## src/rtl/demux_pkg.sv

```systemverilog
// Shared defaults and the destination-select encoding for the stream demultiplexer.
package demux_pkg;

    localparam int DATA_W_DEF = 16;
    localparam int CNT_W_DEF  = 8;

    typedef enum logic {
        PORT_A = 1'b0,
        PORT_B = 1'b1
    } port_sel_e;

endpackage

```

## src/rtl/demux_slot.sv

```systemverilog
// Single-entry valid/ready output buffer with a handshake counter; load and drain may coincide.
module demux_slot
    import demux_pkg::*;
#(
    parameter int DATA_W = DATA_W_DEF,
    parameter int CNT_W  = CNT_W_DEF
) (
    input  logic              clk,
    input  logic              rst,
    input  logic              load,
    input  logic [DATA_W-1:0] load_data,
    input  logic              clr_cnt,
    output logic              can_load,
    output logic [DATA_W-1:0] out_data,
    output logic              out_valid,
    input  logic              out_ready,
    output logic [CNT_W-1:0]  cnt
);

    logic              valid_q, valid_d;
    logic [DATA_W-1:0] data_q, data_d;
    logic [CNT_W-1:0]  cnt_q, cnt_d;
    logic              drain;

    // NOTE: every always_comb output is assigned on every path, so no latch can be inferred.
    always_comb begin
        drain   = valid_q & out_ready;
        valid_d = load | (valid_q & ~out_ready);
        data_d  = load ? load_data : data_q;
        if (clr_cnt) begin
            cnt_d = '0;
        end else if (drain) begin
            cnt_d = cnt_q + CNT_W'(1);
        end else begin
            cnt_d = cnt_q;
        end
    end

    // NOTE: state updates use non-blocking assignments so all flops sample pre-edge values.
    always_ff @(posedge clk or posedge rst) begin
        if (rst) begin
            valid_q <= 1'b0;
            data_q  <= '0;
            cnt_q   <= '0;
        end else begin
            valid_q <= valid_d;
            data_q  <= data_d;
            cnt_q   <= cnt_d;
        end
    end

    // A full slot can still take new data when its sink drains in the same cycle.
    assign can_load  = ~valid_q | out_ready;
    assign out_valid = valid_q;
    assign out_data  = data_q;
    assign cnt       = cnt_q;

endmodule

```

## src/rtl/stream_demux.sv

```systemverilog
// Routes one input stream to port A or B; each port owns a one-entry slot and a handshake counter.
module stream_demux
    import demux_pkg::*;
#(
    parameter int DATA_W = DATA_W_DEF,
    parameter int CNT_W  = CNT_W_DEF
) (
    input  logic              clk,
    input  logic              rst,
    input  logic [DATA_W-1:0] in_data,
    input  logic              in_sel,
    input  logic              in_valid,
    output logic              in_ready,
    output logic [DATA_W-1:0] out_a_data,
    output logic              out_a_valid,
    input  logic              out_a_ready,
    output logic [DATA_W-1:0] out_b_data,
    output logic              out_b_valid,
    input  logic              out_b_ready,
    input  logic              clr_cnt,
    output logic [CNT_W-1:0]  cnt_a,
    output logic [CNT_W-1:0]  cnt_b
);

    port_sel_e sel;
    logic      a_can_load, b_can_load;
    logic      load_a, load_b;

    assign sel      = port_sel_e'(in_sel);
    assign in_ready = (sel == PORT_A) ? a_can_load : b_can_load;
    assign load_a   = in_valid & in_ready & (sel == PORT_A);
    assign load_b   = in_valid & in_ready & (sel == PORT_B);

    demux_slot #(.DATA_W(DATA_W), .CNT_W(CNT_W)) u_slot_a (
        .clk       (clk),
        .rst       (rst),
        .load      (load_a),
        .load_data (in_data),
        .clr_cnt   (clr_cnt),
        .can_load  (a_can_load),
        .out_data  (out_a_data),
        .out_valid (out_a_valid),
        .out_ready (out_a_ready),
        .cnt       (cnt_a)
    );

    demux_slot #(.DATA_W(DATA_W), .CNT_W(CNT_W)) u_slot_b (
        .clk       (clk),
        .rst       (rst),
        .load      (load_b),
        .load_data (in_data),
        .clr_cnt   (clr_cnt),
        .can_load  (b_can_load),
        .out_data  (out_b_data),
        .out_valid (out_b_valid),
        .out_ready (out_b_ready),
        .cnt       (cnt_b)
    );

endmodule

```

## config.mk

```make
export PLATFORM = sky130hd
export DESIGN_NAME = stream_demux
export DESIGN_NICKNAME = d
export VERILOG_FILES = /design/src/rtl/demux_pkg.sv /design/src/rtl/demux_slot.sv /design/src/rtl/stream_demux.sv
export SDC_FILE = /design/constraint.sdc
export NUM_CORES = 1
export LEC_CHECK = 0
export ABC_AREA = 1
export CORE_MARGIN = 4
export CORE_UTILIZATION = 45
export CTS_CLUSTER_SIZE = 14
export DETAILED_ROUTE_END_ITERATION = 12
export PLACE_DENSITY_LB_ADDON = 0.2
export SKIP_LAST_GASP = 1
export SLEW_MARGIN = 20
export SYNTH_ARGS = -nofsm -noshare
export SYNTH_HDL_FRONTEND = slang
export SYNTH_SLANG_ARGS = --single-unit
```

## constraint.sdc

```tcl
create_clock -name clk -period 1.86 [get_ports clk]
set_input_delay 0.372 -clock clk [delete_from_list [all_inputs] [get_ports clk]]
set_output_delay 0.372 -clock clk [all_outputs]
set_load 0.005 [all_outputs]
```

# Word-level counts from Yosys, hierarchy flattened
# Cells that the tools add are included.
[op_classes]
add_sub_neg = 2
mux = 5
bitwise = 16
reduce_logical = 2
[op_table]
columns = ["operator", "count"]
rows = [
  ["$mux W8", 4],
  ["$add A8 B1 Y8 const B", 2],
  ["$and A1 B1 Y1", 7],
  ["$not A1 Y1", 5],
  ["$or A1 B1 Y1", 4],
  ["$reduce_bool A2 Y1", 2],
  ["$mux W1", 1],
]
[word_totals]
ff_bits = 50
inputBits = 23
word_cells = 31

# Longest topological paths before layout
# Gate-level depths: netlist of the first run.
[logic_depth]
depth_word = 6
ltp_mapped = 7
mapped_depth_nobuf = 7

# Modules after synthesis
# Synthesis of the first run repeated with hierarchy kept, for this count alone.
[hier_totals]
cells_unflattened = 269
hier_area_um2 = 2178.3
[modules_own_cells]
columns = ["module", "n_inst", "cells_per_inst", "area_each_um2", "seq_area_each_um2"]
rows = [
  ["demux_slot", 2, 131, 1073.5, 625.6],
  ["stream_demux", 1, 7, 31.3, 0.0],
]

# Worst setup path before layout of the first run
# Ideal clock, no wire load.
[synth_timing]
kind = "register -> output"
from = "register u_slot_a.valid_q, in the netlist u_slot_a.out_valid"
to = "output in_ready"
t_arrival_ps = 722
t_required_ps = 1488
path_slack_ps = 766
stages_incl_launch_ff = 4
cell_sequence = "dfrtp_1 nand2_2 nor2_1 a31oi_1"
[synth_between]
elab_chain_cells = 3
[synth_rtl]
columns = ["item", "line_no", "text"]
rows = [
  ["start: declaration", "demux_slot.sv:20", "logic valid_q, valid_d;"],
  ["start signal: assignment", "demux_slot.sv:46", "valid_q <= valid_d;"],
  ["$not A1 Y1", "demux_slot.sv:53", "assign can_load = ~valid_q | out_ready;"],
  ["$or A1 B1 Y1", "demux_slot.sv:53", ""],
  ["$mux W1", "stream_demux.sv:30", "assign in_ready = (sel == PORT_A) ? a_can_load : b_can_load;"],
  ["end: declaration", "stream_demux.sv:13", "output logic in_ready,"],
]
# Every way passes these cells.

# Final worst setup path of the first run
[layout_timing]
from = "input out_a_ready"
to = "output in_ready"
[layout_between]
elab_chain_cells = 2
[layout_rtl]
columns = ["item", "line_no", "text"]
rows = [
  ["start: declaration", "stream_demux.sv:16", "input logic out_a_ready,"],
  ["$or A1 B1 Y1", "demux_slot.sv:53", ""],
  ["$mux W1", "stream_demux.sv:30", ""],
]
# Every way passes these cells.

==> run_results.csv, run 1 <==
group,metric,value,unit
outcome,outcome,"finished, final reports clean",
power_and_ir_drop,intPower,1925,uW
worst_hold_path,hp-class,"primary input to async pin",
cts,cts-buffers-inserted,5,
setup_path,worstPathCellList,"clkdlybuf4s50_1, inv_1, nand2_2, nor2_1, a31oi_1, dlygate4sd2_1",
die,core_area,4474,sq um
global_routing,antenna_found_initial,0,
job,cap_violations,0,
power_and_ir_drop,power_per_cell_area,827.9,nW/um^2
setup_path,crit_start,"out_a_ready",
yosys,synth.avg_cell_area,8.815,sq um
yosys,ys_seq_elements,50,
placed_design,place_congestion,0.7664,
placed_design,io_buffers,73,
setup_path,start_kind,"primary input",
die,fp-row-count,24,
die,dieWidth,77.00,um
timing,tightest_slew,0.4241,ns
placed_design,dp_hpwl,3429,um
cts,clk_pin_slew,0.09,ns
die,io-pin-count,74,
timing,slew_headroom,0.7168,
die,dieArea,5928,sq um
setup_path,worstPathMaxFanout,2,
global_routing,grt_pass1_vias,1747,
die,start_util,0.4787,
cts,cts_tree,"done",
routing,ant_nets,0,
timing,fin_crit_sh,0.9322,
routing,drc,0,
cts,clkSinkCount,50,
yosys,mappedNetlistArea,2142,sq um
final_layout,nets,349,
global_routing,gr-total-overflow,0,
cts,clockBufferDepth,2,
routing,drt_pass1_iterations,4,
setup_path,critPathArrivalTime,1.36,ns
timing,skew,0.006560,ns
routing,first_iter_violations,54,
yosys,syn-num-nets,268,
final_layout,ff_latch_area,1251,sq um
cts,clk_latency,0.30,ns
final_layout,nFillCells,360,
power_and_ir_drop,p_sw,629.7,uW
global_routing,grt_max_degree,34,
setup_path,r2r_setup_slack,0.53,ns
setup_path,rr_startpoint,"u_slot_a.out_valid",
setup_path,end_kind,"primary output",
power_and_ir_drop,clkPwrFrac,0.296,
power_and_ir_drop,p_total,2554,uW
timing,holdWs,0.3785,ns
timing,max_freq,576.7,MHz
yosys,synth_cells,243,
final_layout,antenna_cells,0,
cts,cts_hold_buffers,0,
timing,layout_min_cycle_time,1.734,ns
final_layout,drive_gt1_frac,0.07385,
power_and_ir_drop,p_sw_frac,0.2465,
setup_path,max_stage_delay,0.48,ns
global_routing,grt_usage,0.1667,
setup_path,cp_slowest_cell,"clkdlybuf4s50_1",
cts,clk_root_buffer_cell,"clkbuf_8",
yosys,synthDistinctLibCells,20,
setup_path,required,1.49,ns
final_layout,multi_input_area,701.9,sq um
power_and_ir_drop,peakVddDrop,0.0005801,V
die,die_y,77.00,um
timing,final_max_slew_viol_count,0,
power_and_ir_drop,p_leak,0.001463,uW
power_and_ir_drop,p_seq_frac,0.501,
routing,wl_per_cell,12.37,um
timing,finalHoldViolCount,0,
routing,routed_wl,4663,um
yosys,ys_seq_area_frac,0.5841,
cts,h-tree-depth,2,
timing,finalSetupViolations,0,
routing,vias,1789,
final_layout,syn2layout_area_growth,44.04,%
timing,rsz0062_at_grt,"false",
power_and_ir_drop,p_comb_frac,0.203,
routing,vias_per_cell,4.745,
global_routing,grt_pass1_wl,8031,um
yosys,yosysWarnings,0,
setup_path,path_class,"primary input to primary output",
-- critical path, delay by kind of cell --
kind / cells / cell delay, ns
AO/OA/AOI/OAI: 1 / 0.12
buffers and inverters: 3 / 0.78
AND/OR/NAND/NOR: 2 / 0.10
-- metal layers --
layer	track usage	part of all wire	up-vias
met3	0.06674	0.087	7
met5	0	0	-
met4	0.04804	0.012	0
met1	0.2031	0.44	806
met2	0.2735	0.46	54
li1	-	-	922
-- synthesized netlist by cell type --
library cell  instances  area [sq um]
dfrtp_1              50          1251
inv_1                37         138.9
buf_6                 2         22.52
nand4_1               2         12.51
buf_2                 4         20.02
nand3_1               8         40.04
nand3b_1              1         7.510
a31oi_1               1         6.260
nor2_1               16         60.06
nand2_2               2         12.51
o21ai_0              21         105.1
nand2_1              61         229.0
nand3b_4              1         20.02
nor2_4                1         11.26
buf_4                 1         7.510
nor2_2                2         12.51
o21ai_1              17         85.08
nand3_2               1         10.01
a21oi_1              13         65.06
ha_1                  2         25.02
-- what timing repair did --
item | CTS | global route
buffers inserted | 0 | 0
setup endpoints to repair | 1 | 0
gates resized for setup | 1 | 0
-- power groups by stage --
stage	combinational (uW)	clock (uW)	sequential, uW
3_3_place_gp	517	0	1300
2_1_floorplan	163	0	1300
4_1_cts	530	783	1280
6_report	519	757	1280
5_1_grt	572	826	1300
3_5_place_dp	527	0	1300
-- state kept, by name, indices dropped and copies added (netlist names) --
register / cells
u_slot_a.out_valid: 1
u_slot_b.out_data: 16
u_slot_b.out_valid: 1
u_slot_a.out_data: 16
u_slot_a.cnt: 8
u_slot_b.cnt: 8
-- worst paths after layout --
path,depth (start not counted),end
setup / recovery,6,in_ready
hold / removal,2,u_slot_b.out_valid
setup reg to reg,5,u_slot_a.out_data[12]
hold reg to reg,2,u_slot_a.out_data[3]
max in group asynchronous,3,u_slot_b.out_data[13]
min in group clk,2,u_slot_a.out_data[3]
-- layout by cell type (no fill, tap or decap), types with 2 or more instances in the layout --
master           count
a21oi_1             13
buf_12               2
buf_4                6
clkbuf_8             5
clkdlybuf4s50_1     72
clkinvlp_4           2
dfrtp_1             50
ha_1                 2
inv_1               36
nand2_1             61
nand2_2              2
nand3_1              8
nand4_1              2
nor2_1              16
nor2_2               2
o21ai_0             21
o21ai_1             17
-- cell type report --
class	instances	area share
clock buffer	5	0.02230
clock inverter	3	0.01460
inverter	37	0.04501
multi-input combinational	149	0.2275
sequential	50	0.4055
tap	52	0.02109
timing repair buffer	81	0.2640
-- cell families after synthesis --
family	count (synthesis)	share of synthesized area
adder cells (fa/ha/maj)	2	0.01168
AO/OA/AOI/OAI	52	0.1221
flip-flops	50	0.5841
buffers and inverters	44	0.08820
AND/OR/NAND/NOR	95	0.1939
-- stage by stage --
| stage | instances | TNS [ns] | area [sq um] | util | setup slack [ns] |
|---|---|---|---|---|---|
| 4_1_cts | 377 | 0 | 3085 | 0.6896 | 0.1196 |
| 3_3_place_gp | 369 | -0.1333 | 2973 | 0.6644 | -0.1333 |
| 5_1_grt | 377 | 0 | 3085 | 0.6896 | 0.07902 |
| 2_1_floorplan | 243 | 0 | 2142 | - | 0.2868 |
| 3_5_place_dp | 369 | -0.1503 | 2973 | 0.6644 | -0.1503 |
| 6_report | 377 | 0 | 3085 | 0.6896 | 0.1261 |
Power figures use the tool's default switching activity.
==> run 2, diff against run 1 <==
CELL_PAD_IN_SITES_DETAIL_PLACEMENT = 0   (was default)
CELL_PAD_IN_SITES_GLOBAL_PLACEMENT = 2   (was default)
CORE_UTILIZATION = 26   (was 45)
==> run 2 against run 1 <==
  * Wire length rose by 11%
  * Register-to-register slack improved by 0.07 ns
  * Clock power fell by 18%
  * Die area rose by 65%
  * Global-route usage fell by 6.2 points
  * Via count rose by 1.6%
==> run_results.csv, run 2 (synthesized netlist as in run 1, its figures left out) <==
group,metric,value,unit
setup_path,r2r_setup_slack,0.60,ns
final_layout,antenna_cells,0,
timing,max_freq,570.8,MHz
placed_design,place_ws,-0.2806,ns
routing,first_iter_violations,36,
timing,finalHoldViolCount,0,
setup_path,worstPathMaxFanout,2,
setup_path,path_class,"primary input to primary output",
global_routing,antenna_found_initial,0,
setup_path,rr_worst_depth,5,
power_and_ir_drop,power_per_cell_area,775.8,nW/um^2
setup_path,start_kind,"primary input",
cts,cts_hold_buffers,0,
final_layout,post-route-util,0.3944,
setup_path,critPathArrivalTime,1.38,ns
cts,cts-buffers-inserted,5,
cts,cts_tree,"done",
timing,rsz0062_at_grt,"false",
routing,drc,0,
die,io-pin-count,74,
final_layout,multi_input_area,701.9,sq um
global_routing,grt_pass1_vias,1726,
final_layout,final_cells,426,
routing,ant_nets,0,
routing,wl_per_cell,12.11,um
timing,skew,0.009077,ns
placed_design,place_congestion,0.7136,
final_layout,final_cell_mix,"clkdlybuf4s50_1, nand2_1, dfrtp_1, inv_1, o21ai_0",
final_layout,syn2layout_area_growth,45.21,%
job,cap_violations,0,
die,dieWidth,98.77,um
final_layout,drive_gt1_frac,0.07099,
cts,postCtsSetupRepairBufs,0,
timing,final_max_slew_viol_count,0,
setup_path,required,1.49,ns
power_and_ir_drop,p_leak,0.001450,uW
setup_path,end_kind,"primary output",
setup_path,r2r_end,"u_slot_a.out_data[5]",
timing,finalWorstSetupSlack,0.1081,ns
global_routing,grt_usage,0.1045,
timing,layout_min_cycle_time,1.752,ns
global_routing,gr-total-overflow,0,
final_layout,final_area,3110,sq um
final_layout,nets,349,
placed_design,dp_hpwl,3654,um
placed_design,dp_cells,419,
placed_design,placed_area,3035,sq um
routing,vias,1817,
outcome,outcome,"finished, final reports clean",
die,dieArea,9755,sq um
cts,clk_root_buffer_cell,"clkbuf_8",
cts,clk_pin_slew,0.09,ns
setup_path,crit_start,"out_a_ready",
routing,routed_wl,5157,um
timing,finalSetupViolations,0,
global_routing,grt_pass1_wl,8342,um
global_routing,grt_max_degree,51,
timing,slew_headroom,0.7784,
power_and_ir_drop,peakVddDrop,0.0002867,V
routing,vias_per_cell,4.265,
die,core_area,7888,sq um
timing,fin_crit_sh,0.9419,
worst_hold_path,hp-class,"primary input to async pin",
final_layout,nFillCells,813,
cts,clk_latency,0.30,ns
setup_path,rr_startpoint,"u_slot_a.out_valid",
cts,clockBufferDepth,2,
timing,holdWs,0.4230,ns
placed_design,io_buffers,73,
die,die_y,98.77,um
final_layout,ff_latch_area,1251,sq um
routing,drt_pass1_iterations,4,
timing,tightest_slew,0.3324,ns
die,fp-row-count,32,
final_layout,layout_commonest_cell,"clkdlybuf4s50_1",
cts,h-tree-depth,2,
die,start_util,0.2716,
cts,clkSinkCount,50,
-- run 2: timing repair --
action / 4_1_cts / 5_1_grt
endpoints found under the hold margin: 0 / 0
endpoints found under the setup margin: 1 / 1
resized for setup: 1 / 2
-- run 2: worst max path at each step --
stage / cells after the start / to
after floorplan: 1 / u_slot_a.cnt[0]
after global placement: 6 / in_ready
after detailed placement: 6 / in_ready
after CTS: 6 / in_ready
after global routing: 6 / in_ready
final: 6 / in_ready
-- run 2: critical path: stages --
cell and delay, ns:
clkdlybuf4s50_1 0.48, inv_1 0.05, nand2_2 0.06, nor2_1 0.04, a31oi_1 0.22, clkbuf_2 0.16
-- run 2: per-layer routing --
| layer | wire, um | part of all wire | GRT usage | up-vias |
|---|---|---|---|---|
| met3 | 471 | 0.091 | 0.04600 | 4 |
| met5 | 0 | 0 | 0 | - |
| met4 | 39 | 0.0076 | 0.02521 | 0 |
| li1 | - | - | - | 922 |
| met1 | 2303 | 0.45 | 0.1337 | 839 |
| met2 | 2343 | 0.45 | 0.1627 | 52 |
-- run 2: area by class of cell --
type / instances / area share
sequential: 50 / 0.4023
multi-input combinational: 149 / 0.2257
timing repair buffer: 81 / 0.2607
tap: 102 / 0.04103
inverter: 37 / 0.04465
clock inverter: 1 / 0.002414
clock buffer: 6 / 0.02333
-- run 2: power by group --
part | leakage (uW) | switching, uW | internal (uW) | total [uW]
clock | 0.0000373 | 358 | 259 | 617
combinational | 0.000769 | 199 | 320 | 519
sequential | 0.000644 | 71.0 | 1210 | 1280
-- run 2: metrics by stage --
stage               power, uW  setup TNS [ns]
floorplan                1467               0
global placement         1832         -0.2876
detailed placement       1833         -0.2806
CTS                      2458               0
global route             2559               0
finish                   2413               0
